## src/rtl/pim_req_arbiter_if.sv

```systemverilog
// Request/response bundle around pim_req_arbiter: s_* faces the requesters, m_* faces the DRAM controller.
// Modport slave is the arbiter's view; master is the view of the surrounding system.
interface pim_req_arbiter_if #(
    parameter int NUM_REQ = 4,
    parameter int ADDR_W  = 32,
    parameter int DATA_W  = 512
);
    logic [NUM_REQ-1:0]        s_req_valid;
    logic [NUM_REQ-1:0]        s_req_ready;
    logic [NUM_REQ*ADDR_W-1:0] s_req_addr;
    logic [NUM_REQ-1:0]        s_resp_valid;
    logic [NUM_REQ-1:0]        s_resp_ready;
    logic [DATA_W-1:0]         s_resp_data;
    logic                      m_req_valid;
    logic                      m_req_ready;
    logic [ADDR_W-1:0]         m_req_addr;
    logic                      m_resp_valid;
    logic                      m_resp_ready;
    logic [DATA_W-1:0]         m_resp_data;

    modport slave (
        input  s_req_valid, s_req_addr, s_resp_ready,
        input  m_req_ready, m_resp_valid, m_resp_data,
        output s_req_ready, s_resp_valid, s_resp_data,
        output m_req_valid, m_req_addr, m_resp_ready
    );

    modport master (
        output s_req_valid, s_req_addr, s_resp_ready,
        output m_req_ready, m_resp_valid, m_resp_data,
        input  s_req_ready, s_resp_valid, s_resp_data,
        input  m_req_valid, m_req_addr, m_resp_ready
    );
endinterface

```

## src/rtl/pim_req_arbiter.sv

```systemverilog
// Shares one DRAM controller request/response port among NUM_REQ requesters, routing responses in order.
// Define PIM_ARB_ROW_HIT_EN to add open-row-hit priority between the starvation override and round-robin.
module pim_req_arbiter #(
    parameter int NUM_REQ    = 4,
    parameter int ADDR_W     = 32,
    parameter int DATA_W     = 512,
    parameter int ROW_LSB    = 13,
    parameter int ROW_W      = 14,
    parameter int DEPTH      = 4,
    parameter int STARVE_MAX = 8
) (
    input  logic                   clk,
    input  logic                   rst,
    pim_req_arbiter_if.slave       bus,
    output logic [$clog2(DEPTH):0] outstanding,
    output logic                   resp_err
);
    localparam int GW  = $clog2(NUM_REQ);
    localparam int PW  = $clog2(DEPTH);
    localparam int CW  = PW + 1;
    localparam int WCW = $clog2(STARVE_MAX + 1);
    localparam logic [CW-1:0]  DEPTH_CNT  = CW'(DEPTH);
    localparam logic [WCW-1:0] STARVE_CNT = WCW'(STARVE_MAX);
    localparam logic [GW-1:0]  LAST_REQ   = GW'(NUM_REQ - 1);

    typedef enum logic {IDLE, ISSUE} state_t;

    state_t            r_state;
    state_t            w_state_nxt;
    logic [GW-1:0]     r_gnt;
    logic [GW-1:0]     r_rr_ptr;
    logic [ADDR_W-1:0] r_addr;
    logic [WCW-1:0]    r_wait_cnt [NUM_REQ];
    logic [GW-1:0]     r_tag_mem [DEPTH];
    logic [PW-1:0]     r_wr_ptr;
    logic [PW-1:0]     r_rd_ptr;
    logic [CW-1:0]     r_count;
    logic              r_resp_err;
    logic [GW-1:0]     w_win;
    logic [GW-1:0]     w_head;
    logic              w_arb_go;
    logic              w_fire;
    logic              w_pop;
    logic              w_empty;
    logic [DATA_W-1:0] w_resp_data;
`ifdef PIM_ARB_ROW_HIT_EN
    logic [ROW_W-1:0]  r_last_row;
    logic              r_row_vld;
`endif

    if (ROW_LSB + ROW_W > ADDR_W) begin : g_row_field_check
        $error("pim_req_arbiter: row field does not fit inside ADDR_W");
    end

    // Circular scan from r_rr_ptr; the first match at each priority level wins.
    always_comb begin
        logic          found_st;
        logic          found_v;
        logic [GW-1:0] win_st;
        logic [GW-1:0] win_v;
        logic [GW-1:0] idx_g;
        int unsigned   idx;
`ifdef PIM_ARB_ROW_HIT_EN
        logic          found_hit;
        logic [GW-1:0] win_hit;
        found_hit = 1'b0;
        win_hit   = '0;
`endif
        found_st = 1'b0;
        found_v  = 1'b0;
        win_st   = '0;
        win_v    = '0;
        idx_g    = '0;
        idx      = 0;
        for (int unsigned k = 0; k < NUM_REQ; k++) begin
            idx = 32'(r_rr_ptr) + k;
            if (idx >= NUM_REQ) idx = idx - NUM_REQ;
            idx_g = GW'(idx);
            if (bus.s_req_valid[idx_g]) begin
                if (!found_v) begin
                    found_v = 1'b1;
                    win_v   = idx_g;
                end
                if (!found_st && r_wait_cnt[idx_g] == STARVE_CNT) begin
                    found_st = 1'b1;
                    win_st   = idx_g;
                end
`ifdef PIM_ARB_ROW_HIT_EN
                if (!found_hit && r_row_vld &&
                    bus.s_req_addr[32'(idx_g) * ADDR_W + ROW_LSB +: ROW_W] == r_last_row) begin
                    found_hit = 1'b1;
                    win_hit   = idx_g;
                end
`endif
            end
        end
        w_win = win_v;
`ifdef PIM_ARB_ROW_HIT_EN
        if (found_hit) w_win = win_hit;
`endif
        if (found_st) w_win = win_st;
    end

    assign w_arb_go = (|bus.s_req_valid) && (r_count < DEPTH_CNT);
    assign w_fire   = (r_state == ISSUE) && bus.m_req_ready;
    assign w_empty  = (r_count == '0);
    assign w_head   = r_tag_mem[r_rd_ptr];
    assign w_pop    = bus.m_resp_valid && bus.m_resp_ready;

    always_ff @(posedge clk) begin
        if (rst) r_state <= IDLE;
        else     r_state <= w_state_nxt;
    end

    always_comb begin
        w_state_nxt = r_state;
        case (r_state)
            IDLE:    if (w_arb_go) w_state_nxt = ISSUE;
            ISSUE:   if (bus.m_req_ready) w_state_nxt = IDLE;
            default: w_state_nxt = IDLE;
        endcase
    end

    always_comb begin
        bus.m_req_valid = (r_state == ISSUE);
        bus.m_req_addr  = r_addr;
        bus.s_req_ready = '0;
        if (w_fire) bus.s_req_ready[r_gnt] = 1'b1;
    end

    always_comb begin
        bus.s_resp_valid         = '0;
        bus.s_resp_valid[w_head] = bus.m_resp_valid && !w_empty;
        bus.m_resp_ready         = bus.s_resp_ready[w_head] && !w_empty;
    end

    assign w_resp_data     = bus.m_resp_data;
    assign bus.s_resp_data = w_resp_data;

    always_ff @(posedge clk) begin
        if (w_fire) r_tag_mem[r_wr_ptr] <= r_gnt;
    end

    always_ff @(posedge clk) begin
        if (rst) begin
            r_gnt      <= '0;
            r_rr_ptr   <= '0;
            r_addr     <= '0;
            r_wr_ptr   <= '0;
            r_rd_ptr   <= '0;
            r_count    <= '0;
            r_resp_err <= 1'b0;
            for (int unsigned i = 0; i < NUM_REQ; i++) r_wait_cnt[i] <= '0;
`ifdef PIM_ARB_ROW_HIT_EN
            r_last_row <= '0;
            r_row_vld  <= 1'b0;
`endif
        end else begin
            if (r_state == IDLE && w_arb_go) begin
                r_gnt  <= w_win;
                r_addr <= bus.s_req_addr[32'(w_win) * ADDR_W +: ADDR_W];
            end
            if (w_fire) begin
                r_wr_ptr <= r_wr_ptr + 1'b1;
                r_rr_ptr <= (r_gnt == LAST_REQ) ? '0 : r_gnt + 1'b1;
                for (int unsigned i = 0; i < NUM_REQ; i++) begin
                    if (GW'(i) == r_gnt)
                        r_wait_cnt[i] <= '0;
                    else if (bus.s_req_valid[i] && r_wait_cnt[i] != STARVE_CNT)
                        r_wait_cnt[i] <= r_wait_cnt[i] + 1'b1;
                end
`ifdef PIM_ARB_ROW_HIT_EN
                r_last_row <= r_addr[ROW_LSB +: ROW_W];
                r_row_vld  <= 1'b1;
`endif
            end
            if (w_pop) r_rd_ptr <= r_rd_ptr + 1'b1;
            case ({w_fire, w_pop})
                2'b10:   r_count <= r_count + 1'b1;
                2'b01:   r_count <= r_count - 1'b1;
                default: r_count <= r_count;
            endcase
            if (bus.m_resp_valid && w_empty) r_resp_err <= 1'b1;
        end
    end

    assign outstanding = r_count;
    assign resp_err    = r_resp_err;
endmodule

```

## src/flat_wrapper.sv

```systemverilog
// flat-port wrapper written by rule: the top's interface ports become plain ports
module pim_req_arbiter_flat 
#(
    parameter int NUM_REQ    = 4,
    parameter int ADDR_W     = 32,
    parameter int DATA_W     = 512,
    parameter int ROW_LSB    = 13,
    parameter int ROW_W      = 14,
    parameter int DEPTH      = 4,
    parameter int STARVE_MAX = 8
)
  (clk, rst, outstanding, resp_err, bus_s_req_valid, bus_s_req_addr, bus_s_resp_ready, bus_m_req_ready, bus_m_resp_valid, bus_m_resp_data, bus_s_req_ready, bus_s_resp_valid, bus_s_resp_data, bus_m_req_valid, bus_m_req_addr, bus_m_resp_ready);
  pim_req_arbiter_if #(.NUM_REQ(NUM_REQ), .ADDR_W(ADDR_W), .DATA_W(DATA_W)) bus_i ();
  input  logic clk;
  input  logic rst;
  output logic [$clog2(DEPTH):0] outstanding;
  output logic resp_err;
  input wire logic [$bits(bus_i.s_req_valid)-1:0] bus_s_req_valid;
  input wire logic [$bits(bus_i.s_req_addr)-1:0] bus_s_req_addr;
  input wire logic [$bits(bus_i.s_resp_ready)-1:0] bus_s_resp_ready;
  input wire logic [$bits(bus_i.m_req_ready)-1:0] bus_m_req_ready;
  input wire logic [$bits(bus_i.m_resp_valid)-1:0] bus_m_resp_valid;
  input wire logic [$bits(bus_i.m_resp_data)-1:0] bus_m_resp_data;
  output wire logic [$bits(bus_i.s_req_ready)-1:0] bus_s_req_ready;
  output wire logic [$bits(bus_i.s_resp_valid)-1:0] bus_s_resp_valid;
  output wire logic [$bits(bus_i.s_resp_data)-1:0] bus_s_resp_data;
  output wire logic [$bits(bus_i.m_req_valid)-1:0] bus_m_req_valid;
  output wire logic [$bits(bus_i.m_req_addr)-1:0] bus_m_req_addr;
  output wire logic [$bits(bus_i.m_resp_ready)-1:0] bus_m_resp_ready;
  assign bus_i.s_req_valid = bus_s_req_valid;
  assign bus_i.s_req_addr = bus_s_req_addr;
  assign bus_i.s_resp_ready = bus_s_resp_ready;
  assign bus_i.m_req_ready = bus_m_req_ready;
  assign bus_i.m_resp_valid = bus_m_resp_valid;
  assign bus_i.m_resp_data = bus_m_resp_data;
  assign bus_s_req_ready = bus_i.s_req_ready;
  assign bus_s_resp_valid = bus_i.s_resp_valid;
  assign bus_s_resp_data = bus_i.s_resp_data;
  assign bus_m_req_valid = bus_i.m_req_valid;
  assign bus_m_req_addr = bus_i.m_req_addr;
  assign bus_m_resp_ready = bus_i.m_resp_ready;
  pim_req_arbiter #(.NUM_REQ(NUM_REQ), .ADDR_W(ADDR_W), .DATA_W(DATA_W), .ROW_LSB(ROW_LSB), .ROW_W(ROW_W), .DEPTH(DEPTH), .STARVE_MAX(STARVE_MAX)) u_core (.clk(clk), .rst(rst), .bus(bus_i), .outstanding(outstanding), .resp_err(resp_err));
endmodule
```

## config.mk

```make
export PLATFORM = sky130hd
export DESIGN_NAME = pim_req_arbiter_flat
export DESIGN_NICKNAME = d
export VERILOG_FILES = /design/src/rtl/pim_req_arbiter_if.sv /design/src/rtl/pim_req_arbiter.sv /design/src/flat_wrapper.sv
export SDC_FILE = /design/constraint.sdc
export NUM_CORES = 1
export LEC_CHECK = 0
export ABC_AREA = 1
export CORE_AREA = 3 3 470 472
export DETAILED_ROUTE_END_ITERATION = 10
export DIE_AREA = 0 0 473 475
export PLACE_DENSITY = 0.31
export SETUP_SLACK_MARGIN = 0.05
export SLEW_MARGIN = 20
export SYNTH_ARGS = -nofsm -noshare
export SYNTH_HDL_FRONTEND = slang
export SYNTH_SLANG_ARGS = --single-unit
```

## constraint.sdc

```tcl
create_clock -name clk -period 3.59 [get_ports clk]
set_input_delay 0.5385 -clock clk [delete_from_list [all_inputs] [get_ports clk]]
set_output_delay 0.5385 -clock clk [all_outputs]
set_load 0.03 [all_outputs]
```

* Word-level counts from Yosys, hierarchy flattened
Memory sizes are Yosys's and may differ from the RTL's. A register that Yosys moved wholly into a read port is not among the register bits. Index checks and enable logic that the tools add are counted.
Storage, ports and cells: register bits 45, RAM bits 24, input bits 652, output and inout port bits 558, memories kept 2
Cells by class: add/subtract/negate cells 16, order comparisons 13, eq/ne operators 14, shifts and indexed selects 1, mux-type cells 101, bitwise gates (word level) 10, reductions and logical operators 24
Memory list:
- u_core.r_wait_cnt | words 4, bits a word 4, rd ports 8, clocked after memory_dff 0, write ports 4, line pim_req_arbiter.sv:33 | logic [WCW-1:0] r_wait_cnt [NUM_REQ];
- u_core.r_tag_mem | words 4, bits a word 2, rd ports 1, clocked after memory_dff 1, write ports 1, line pim_req_arbiter.sv:34 | logic [GW-1:0] r_tag_mem [DEPTH];
Operators with widths (number):
- $shiftx 128x8->32 | 1
- $mux 1 | 60
- $mux 2 | 23
- $mux 4 | 9
- $lt 2x3->1 const B | 6
- $add 4x1->4 const B | 4
- $eq 4x4->1 const B | 4
- $logic_and 1x1->1 | 16
- $ne 4x4->1 const B | 4
- $bmux 1 s2 | 5
- $ge 3x3->1 const B | 3
- $or 1x1->1 | 8
- $sub 2x1->2 const B | 4
- $add 2x1->2 const B | 3
- $add 2x2->3 const B | 2
- $pmux 3 s2 | 1
- $and 4x4->4 | 1
- $demux 1 s2 | 2
- $eq 2x2->1 const A | 2
- $eq 2x2->1 const B | 2
- $ge 2x1->1 const B | 2
- $logic_not 1->1 | 4
- $reduce_or 4->1 | 1
- $add 2x1->3 const B | 1
- other kinds (11) | 11

* Logic depth before layout (Yosys ltp)
Gate-level depths: netlist of run 1. An unclocked memory read counts as a cell.
depth after elaboration 20, mapped depth 21

* Worst setup path before layout of run 1
OpenSTA, ideal clock, no wires.
path kind register to register, start point reg u_core.r_count[2] (netlist: u_core.outstanding[2]), end point reg u_core.r_count[2] (netlist: u_core.outstanding[2]), library setup time 0.122 ns, data arrival time 2.759 ns, slack 0.709 ns, cell stages (with the launch flop) 14, path through dfxtp_1 nor3_1 inv_1 o21ai_0 nor3_1 nand2_1 inv_1 ha_1 inv_1 fa_1 a21oi_1 o21ai_0 o21ai_0 a21oi_1
Between the ends: longest elaborated chain between the ends 6
RTL lines:
- start: declaration | line pim_req_arbiter.sv:37 | logic [CW-1:0] r_count;
- start signal: assignment | line pim_req_arbiter.sv:179 | 2'b10: r_count <= r_count + 1'b1;
- start signal: assignment | line pim_req_arbiter.sv:180 | 2'b01: r_count <= r_count - 1'b1;
- start signal: assignment | line pim_req_arbiter.sv:181 | default: r_count <= r_count;
- $logic_not 3->1 (*) | line pim_req_arbiter.sv:106 | assign w_empty = (r_count == '0);
- $logic_not 1->1 (*) | line pim_req_arbiter.sv:134 | bus.m_resp_ready = bus.s_resp_ready[w_head] && !w_empty;
- $logic_and 1x1->1 (*) | line pim_req_arbiter.sv:134
- named net bus_m_resp_ready | line flat_wrapper.sv:29 | output wire logic [$bits(bus_i.m_resp_ready)-1:0] bus_m_resp_ready;
- $logic_and 1x1->1 (*) | line pim_req_arbiter.sv:108 | assign w_pop = bus.m_resp_valid && bus.m_resp_ready;
- named net u_core.w_pop | line pim_req_arbiter.sv:43 | logic w_pop;
- $eq 2x1->1 / $eq 2x2->1 (equally long branches) | line pim_req_arbiter.sv:178 | case ({w_fire, w_pop})
- $pmux 3 s2 / $reduce_bool 2->1 (equally long branches)
Mark *: on every way through the listed nets, which the timed path passes. The rest lies on a longest branch. A chain may end at the register's enable or synchronous reset.

==> results_dict.tcl, run 1 <==
set metrics [dict create \
    antenna_found_initial 16 \
    viasPerCell 1.84 \
    cts_tree "yes" \
    fill_cells 25900 \
    required_ps 3050 \
    switching_share_pct 47.2 \
    hold_viol 0 \
    die_area_um2 225000 \
    cts_sinks 73 \
    critPathMaxFanout 5 \
    portBuffers 185 \
    dp_hpwl_um 103000 \
    num_rows 171 \
    h-tree-depth 3 \
    die-height_um 475 \
    max_freq_mhz 339 \
    synth_cells 1423 \
    hold_buffers 0 \
    critPathKind "reg -> out" \
    post-route-period-util_pct 82.2 \
    ys_seq_area_share_pct 17.9 \
    cellLeakagePower_nw 4.20 \
    yosysWarnings 0 \
    cap_violations 0 \
    p_clk_share_pct 24.1 \
    comb_power_share_pct 51.8 \
    clk_latency_ps 410 \
    regArea_um2 1700 \
    initial_utilization_pct 4.37 \
    grt_pass1_vias 7245 \
    die_w_um 473 \
    outcome "finished, final reports clean" \
    synth.distinct_cells 29 \
    seqPwrFrac_pct 24.1 \
    regToRegStartpoint "u_core.r_rr_ptr[0]$_SDFFE_PP0P_" \
    setup_tns_ps 0 \
    cp-end-kind "output pin" \
    antenna_left 0 \
    mostFrequentLayoutCells "224 x inv_1, 202 x nand2_1, 193 x nand3_1" \
    first_pass_iters 5 \
    power_switching_mw 2.14 \
    syn_avg_cell_area_um2 6.67 \
    multi_input_area_um2 2860 \
    fin_cells 3949 \
    ys_ff_latch 73 \
    startpoint_type "flop" \
    clock-root-buffer "clkbuf_16" \
    grt_use_total_pct 9.55 \
    reg2reg_slack_ps 820 \
    grt-ovfl-total 0 \
    hold_depth 2 \
    layout-drive-gt1-share_pct 5.31 \
    place_congestion 0.799 \
    r2r_cells 19 \
    p_int_mw 2.40 \
    min_from "u_core.resp_err$_SDFFE_PP0P_" \
    peakVddDrop_mv 0.218 \
    drt_iter0_drc 481 \
    grt_pass1_wl_um 127000 \
    cp.arrival_ps 2410 \
    vias 7259 \
    min_to "u_core.resp_err$_SDFFE_PP0P_" \
    wl_per_cell_um 28.4 \
    wirelength_um 112000 \
    final_nets 1759 \
    post_cts_buffers 0 \
    cts_max_path_buffers 2 \
    max_slew_margin_pct 46.6 \
    rsz0062_at_grt "no" \
    area_growth_pct 20.4 \
    cts_resized 0 \
    p_per_area_nw_per_um2 397 \
    layout_min_cycle_time_ps 2950 \
    place_inst 3931 \
    synth_area_um2 9490 \
    final_common_cell "inv_1" \
    clkSlewWorstSetupHoldPaths_ps 80 \
    tightest_slew_ps 798 \
    synth_nets 2094 \
    placeableCoreArea_um2 217000 \
    grt_max_degree 66 \
    hold_path.class "reg -> reg" \
    reg2reg_to "u_core.bus.m_req_addr[15]$_SDFFE_PP0P_" \
    timing.hold.ws_ps 458 \
    setup_violations 0 \
    drv_slew 0 \
    drc 0 \
    io_pins 1210 \
    cts-buffers-inserted 9 \
    finClkSkew_ps 23.2 \
]
==> cell usage after synthesis (all sizes together) <==
cell      n  area share [%]
xnor2     4            0.37
nor3      7            0.37
nand3   197              11
o22ai     1           0.066
a21oi    11            0.58
a41oi     1           0.092
a211oi    1           0.079
o21ai    14            0.74
dfxtp    49              10
fa        1            0.21
nand2   210             8.5
inv     227             9.0
clkbuf   13            0.51
nor2     56             2.3
ha       18             2.4
o21a     32             2.5
nand4     9            0.59
xor2      4            0.37
edfxtp   24             7.6
buf     542              43
clkinv    1           0.040
a22oi     1           0.079
==> layout make-up <==
type	instances	share of cell area, %
Tap cell	2854	31.2
Sequential cell	73	14.9
Timing Repair Buffer	209	18.5
Inverter	228	7.49
Antenna cell	2	0.0438
Clock inverter	7	0.745
Clock buffer	9	1.97
Multi-Input combinational cell	567	25.1
==> logic make-up after synthesis <==
group	synth area share (%)
compound gates	4.17
xor+xnor	0.738
fa+ha+maj	2.58
buf+inv	52.3
flops	17.9
simple gates	22.2
==> flip-flops by register name, indices dropped and copies added, names as in the netlist, named ones only <==
register and cells:
u_core.bus.m_req_addr 32, u_core.r_rr_ptr 2, u_core.r_rd_ptr 2, u_core.outstanding 3, u_core.resp_err 1, u_core.r_gnt 2
u_core.r_tag_mem 8, u_core.r_wr_ptr 2, u_core.r_wait_cnt 16, u_core.bus.m_req_valid 1
==> critical path, cell delays in order, from the launching register on <==
cell	delay (ps)
dfxtp_1	400
inv_1	100
nand2_1	60
nand3_1	70
nand2_1	120
inv_1	70
nand2_1	80
o22ai_1	80
nor3_1	220
clkdlybuf4s50_1	790
==> power by group through the flow <==
| stage | clock network [mW] | logic, mW | registers, mW |
|---|---|---|---|
| detailed placement | 0 | 2.42 | 1.11 |
| global placement | 0 | 2.43 | 1.11 |
| CTS | 1.20 | 2.42 | 1.10 |
| finish | 1.09 | 2.35 | 1.09 |
| floorplan | 0 | 2.21 | 1.26 |
| global route | 1.20 | 2.60 | 1.11 |
==> metal layers <==
layer / vias up / GRT usage [%] / share of wire, %
met4: 6 / 5.18 / 5.8
met1: 2959 / 3.96 / 14
met2: 827 / 13.3 / 40
met3: 308 / 17.7 / 40
li1: 3159 / - / -
met5: - / 1.19 / 0.34
==> worst max path at each step <==
| stage | startpoint | endpoint | slack (ps) | depth (start not counted) |
|---|---|---|---|---|
| 2_1_floorplan | u_core.outstanding[2]$_SDFFE_PP0P_ | u_core.outstanding[2]$_SDFFE_PP0P_ | 710 | 13 |
| 3_5_place_dp | bus_s_req_valid[3] | u_core.bus.m_req_addr[15]$_SDFFE_PP0P_ | 310 | 20 |
| 4_1_cts | flop | bus_m_resp_ready | 530 | 9 |
| 6_report | flop | bus_m_resp_ready | 640 | 9 |
| 5_1_grt | flop | bus_m_resp_ready | 380 | 9 |
| 3_3_place_gp | bus_s_req_valid[3] | u_core.bus.m_req_addr[24]$_SDFFE_PP0P_ | 280 | 19 |
==> metrics by stage <==
step	utilization, %	area [µm²]	total power, mW	worst slack, ps
finish	5.27	11400	4.54	638
global route	5.27	11400	4.92	380
CTS	5.26	11400	4.72	534
detailed placement	5.12	11100	3.54	310
global placement	5.12	11100	3.54	283
floorplan	-	9490	3.48	709
Power figures use the tool's default switching activity.
==> run 2: changes to the inputs <==
--- a/config.mk
+++ b/config.mk
@@ -6,9 +6,9 @@
 export NUM_CORES = 1
 export LEC_CHECK = 0
 export ABC_AREA = 1
-export CORE_AREA = 3 3 470 472
+export CORE_AREA = 3 3 473 475
 export DETAILED_ROUTE_END_ITERATION = 10
-export DIE_AREA = 0 0 473 475
+export DIE_AREA = 0 0 476 478
 export PLACE_DENSITY = 0.31
 export SETUP_SLACK_MARGIN = 0.05
 export SLEW_MARGIN = 20
==> constraint.sdc (replaced) <==
create_clock -name clk -period 3 [get_ports clk]
set_input_delay 0.45 -clock clk [delete_from_list [all_inputs] [get_ports clk]]
set_output_delay 0.45 -clock clk [all_outputs]
set_load 0.03 [all_outputs]
==> results_dict.tcl, run 2 (same netlist as run 1, synthesis figures left out) <==
set metrics [dict create \
    die-height_um 478 \
    portBuffers 185 \
    required_ps 3320 \
    die_w_um 476 \
    critPathMaxFanout 15 \
    max_freq_mhz 369 \
    dp_hpwl_um 115000 \
    cellLeakagePower_nw 4.40 \
    rsz0062_at_grt "no" \
    outcome "finished, final reports clean" \
    critPathKind "reg -> reg" \
    die_area_um2 228000 \
    grt_pass1_wl_um 140000 \
    peakVddDrop_mv 0.333 \
    final_nets 1794 \
    cpMostUsedCell "nand3_1" \
    drv_slew 0 \
    layout_setup_ws_ps 292 \
    clkSlewWorstSetupHoldPaths_ps 90 \
    clock-root-buffer "clkbuf_16" \
    h-tree-depth 3 \
    initial_utilization_pct 4.32 \
    cap_violations 0 \
    largest_reg_flops 32 \
    post-route-period-util_pct 90.3 \
    antenna_found_initial 6 \
    io_pins 1210 \
    grt_busiest_layer "met3" \
    crit_path_cell_trace "buf_4 > nand2_1 > nand2_2 > buf_4 > nand2_1 > nand2_1 > nand3_1 > nand2_2 > nand3_1 > nand3_4 > buf_4 > nand3_1 > nand3_1 > nand3_1 > nand2_1 > inv_1" \
    cts_tree "yes" \
    crit_slowest_cell "dfxtp_1" \
    cp.arrival_ps 3030 \
    fill_cells 26200 \
    drt_iter0_drc 434 \
    cts-buffers-inserted 9 \
    grt_max_degree 31 \
    viasPerCell 1.82 \
    num_rows 172 \
    placeableCoreArea_um2 220000 \
    grt_use_total_pct 10.5 \
    hold_path.class "reg -> reg" \
    finClkSkew_ps 38.6 \
    drc 0 \
    place_congestion 0.807 \
    final_common_cell "inv_1" \
    use_met1_pct 4.36 \
    crit_path_max_incr_delay_ps 400 \
    mostFrequentLayoutCells "224 x inv_1, 199 x nand2_1, 193 x nand3_1" \
    hold_viol 0 \
    hold_depth 2 \
    layout-drive-gt1-share_pct 9.04 \
    wirelength_um 123000 \
    layout_min_cycle_time_ps 2710 \
    setup_violations 0 \
    clk_latency_ps 440 \
    max_slew_margin_pct 63.8 \
    startpoint_type "flop" \
    vias 7431 \
    cts_sinks 73 \
    cp-end-kind "flop" \
    grt-ovfl-total 0 \
    grt_pass1_vias 7687 \
    r2r_cells 16 \
    wl_per_cell_um 30.2 \
    first_pass_iters 5 \
    pre_cts_ws_ps -88.3 \
    antenna_left 0 \
    met2_usage_pct 15.3 \
    area_growth_pct 25.8 \
    setup_tns_ps 0 \
    p_per_area_nw_per_um2 486 \
    cts_max_path_buffers 2 \
    tightest_slew_ps 541 \
    grtUsageMet3_pct 18.4 \
]
-- run 2: cell types whose count changed in the layout (fill, tap and decap cells not counted), sizes merged --
cell	previous run	this run
buf	24	63
clkdlybuf4s50	185	180
clkinvlp	0	2
dlygate4sd2	0	1
clkinv	4	2
-- run 2: routing by layer --
layer	share of wire, %	routed length (µm)
met5	0.20	252
met4	6.1	7550
met3	38	46600
met2	41	50900
met1	15	18100
-- run 2: what timing repair did --
action	in CTS	in global routing
setup buffers	0	0
resized for setup	1	7
endpoints found under the setup margin	1	23
pin swaps	0	0
hold buffers	0	0
cloned	0	0
-- run 2: worst paths after layout --
kind	to	from	slack, ps
worst max-delay path	u_core.bus.m_req_addr[0]$_SDFFE_PP0P_	u_core.r_rr_ptr[0]$_SDFFE_PP0P_	290
worst min-delay path	u_core.resp_err$_SDFFE_PP0P_	u_core.resp_err$_SDFFE_PP0P_	460
worst max register to register	u_core.bus.m_req_addr[0]$_SDFFE_PP0P_	u_core.r_rr_ptr[0]$_SDFFE_PP0P_	290
worst min register to register	u_core.resp_err$_SDFFE_PP0P_	u_core.resp_err$_SDFFE_PP0P_	460
-- run 2: final cells by class --
| cell class | instances | area, µm² | area share, % |
|---|---|---|---|
| Clock buffer | 9 | 225 | 1.89 |
| Sequential cell | 73 | 1700 | 14.3 |
| Antenna cell | 2 | 5.00 | 0.0419 |
| Tap cell | 2958 | 3700 | 31.0 |
| Clock inverter | 7 | 85.1 | 0.713 |
| Timing Repair Buffer | 244 | 2480 | 20.8 |
| Inverter | 228 | 860 | 7.20 |
| Multi-Input combinational cell | 567 | 2880 | 24.1 |
-- run 2: critical path, delay by kind of cell, from the launching register on --
kind	cells	cell delay, ps
AND/OR/NAND/NOR	12	1480
buffers and inverters	4	720
flip-flops	1	400
-- run 2: where the power goes --
group,switching (mW),internal [mW]
registers,0.153,1.18
logic,1.87,1.24
clock network,0.697,0.664
-- run 2: per-stage QoR --
stage	area [µm²]	power (mW)	hold slack, ps	cells	util [%]
CTS	11900	6.13	459	4086	5.42
floorplan	9490	4.16	476	1423	-
finish	11900	5.80	459	4088	5.43
detailed placement	11600	4.61	444	4070	5.28
global placement	11600	4.61	436	4070	5.28
global route	11900	6.34	490	4086	5.43
==> run 3: changes to the inputs <==
--- a/config.mk
+++ b/config.mk
@@ -7,6 +7,7 @@
 export LEC_CHECK = 0
 export ABC_AREA = 1
 export CORE_AREA = 3 3 473 475
+export CTS_BUF_LIST = sky130_fd_sc_hd__clkbuf_8
 export DETAILED_ROUTE_END_ITERATION = 10
 export DIE_AREA = 0 0 476 478
 export PLACE_DENSITY = 0.31
==> results_dict.tcl, run 3 (same netlist as run 1, synthesis figures left out) <==
set metrics [dict create \
    cts_max_path_buffers 2 \
    max_slew_margin_pct 62.4 \
    hold_viol 0 \
    cap_violations 0 \
    cts_tree "yes" \
    clkSlewWorstSetupHoldPaths_ps 140 \
    fill_cells 26200 \
    power.total_mw 5.51 \
    post-route-period-util_pct 88.9 \
    largest_reg_flops 32 \
    regArea_um2 1700 \
    setup_violations 0 \
    tightest_slew_ps 562 \
    timing.hold.ws_ps 464 \
    wirelength_um 123000 \
    vias 7418 \
    grt_pass1_vias 7688 \
    cpMostUsedCell "nand3_1" \
    cp-end-kind "flop" \
    crit_slowest_cell "dfxtp_1" \
    die-height_um 478 \
    clk_latency_ps 530 \
    mostFrequentLayoutCells "224 x inv_1, 199 x nand2_1, 193 x nand3_1" \
    grt_use_total_pct 10.5 \
    antenna_left 0 \
    cp.buffers_inverters 4 \
    io_pins 1210 \
    drc 0 \
    cts-buffers-inserted 9 \
    crit_path_cell_trace "buf_4 > nand2_1 > nand2_2 > buf_4 > nand2_1 > nand2_1 > nand3_1 > nand2_2 > nand3_1 > nand3_4 > buf_4 > nand3_1 > nand3_1 > nand3_1 > nand2_1 > inv_1" \
    h-tree-depth 3 \
    die_area_um2 228000 \
    portBuffers 185 \
    num_rows 172 \
    place_congestion 0.807 \
    p_per_area_nw_per_um2 465 \
    layout-drive-gt1-share_pct 9.04 \
    cp.arrival_ps 3070 \
    die_w_um 476 \
    final_common_cell "inv_1" \
    initial_utilization_pct 4.32 \
    critPathKind "reg -> reg" \
    clock-root-buffer "clkbuf_8" \
    cp_top_family "simple AND/OR/NAND/NOR gates" \
    wl_per_cell_um 30.2 \
    final_nets 1794 \
    viasPerCell 1.81 \
    placeableCoreArea_um2 220000 \
    grt-ovfl-total 0 \
    rsz0062_at_grt "no" \
    max_freq_mhz 375 \
    outcome "finished, final reports clean" \
    drv_slew 0 \
    drt_iter0_drc 412 \
    hold_path.class "reg -> reg" \
    grt_max_degree 31 \
    dp_hpwl_um 115000 \
    peakVddDrop_mv 0.230 \
    finClkSkew_ps 51.0 \
    antenna_found_initial 7 \
    hold_buffers 0 \
    first_pass_iters 4 \
    layout_min_cycle_time_ps 2670 \
    crit_path_max_incr_delay_ps 410 \
    multi_input_area_um2 2880 \
    grt_pass1_wl_um 140000 \
    cellLeakagePower_nw 4.36 \
    utilization_pct 5.39 \
    required_ps 3410 \
    area_growth_pct 24.7 \
    startpoint_type "flop" \
    cts_sinks 73 \
    critPathMaxFanout 15 \
]
==> run 3: changes by cell type in the layout (fill, tap and decap cells not counted) <==
cell,change
clkbuf_16,-9
clkbuf_8,+9
==> run 3: tightest hold or removal path: stages (launching register included) <==
cell	delay (ps)
dfxtp_1	340
inv_1	50
a21oi_1	50
==> run 3: power breakdown <==
group / switching (mW) / internal (mW) / leakage (nW)
logic: 1.86 / 1.24 / 3.61
registers: 0.151 / 1.18 / 0.647
clock network: 0.670 / 0.401 / 0.100
total: 2.69 / 2.82 / 4.36
==> run 3: cell type report <==
class,count,area share (%)
inverters,228,7.26
multi-input cells,567,24.3
repair buffers,244,21.0
flip-flops and latches,73,14.4
clock inverters,7,0.719
clock buffers,9,1.05
well taps,2958,31.3
diodes,2,0.0423
==> run 3: through the flow <==
step                cells  area [µm²]  setup WS, ps  TNS (ps)
CTS                  4086       11800          95.8         0
finish               4088       11800           334         0
detailed placement   4070       11600         -88.3      -605
floorplan            1423        9490           119         0
global placement     4070       11600          -152      -877
global route         4086       11800          49.5         0
==> run 3: layer usage <==
metal  vias to the layer above  GRT usage [%]  part of all wire (%)
met1                      3051           4.40                    15
met5                         -          0.810                  0.20
met3                       302           18.3                    38
li1                       3228              -                     -
met2                       831           15.2                    41
met4                         6           5.74                   6.2
==> run 3: final timing paths <==
| path | start | depth (start not counted) | end | slack, ps |
|---|---|---|---|---|
| hold / removal | u_core.resp_err$_SDFFE_PP0P_ | 2 | u_core.resp_err$_SDFFE_PP0P_ | 460 |
| setup reg to reg | u_core.r_rr_ptr[0]$_SDFFE_PP0P_ | 16 | u_core.bus.m_req_addr[0]$_SDFFE_PP0P_ | 330 |
| hold reg to reg | u_core.resp_err$_SDFFE_PP0P_ | 2 | u_core.resp_err$_SDFFE_PP0P_ | 460 |
| setup / recovery | u_core.r_rr_ptr[0]$_SDFFE_PP0P_ | 16 | u_core.bus.m_req_addr[0]$_SDFFE_PP0P_ | 330 |
==> run 3: timing repair <==
item | 4_1_cts | 5_1_grt
hold endpoints to repair | 0 | 0
setup endpoints to repair | 1 | 25
gates resized for setup | 1 | 7
buffers inserted | 0 | 0
cloned | 0 | 0
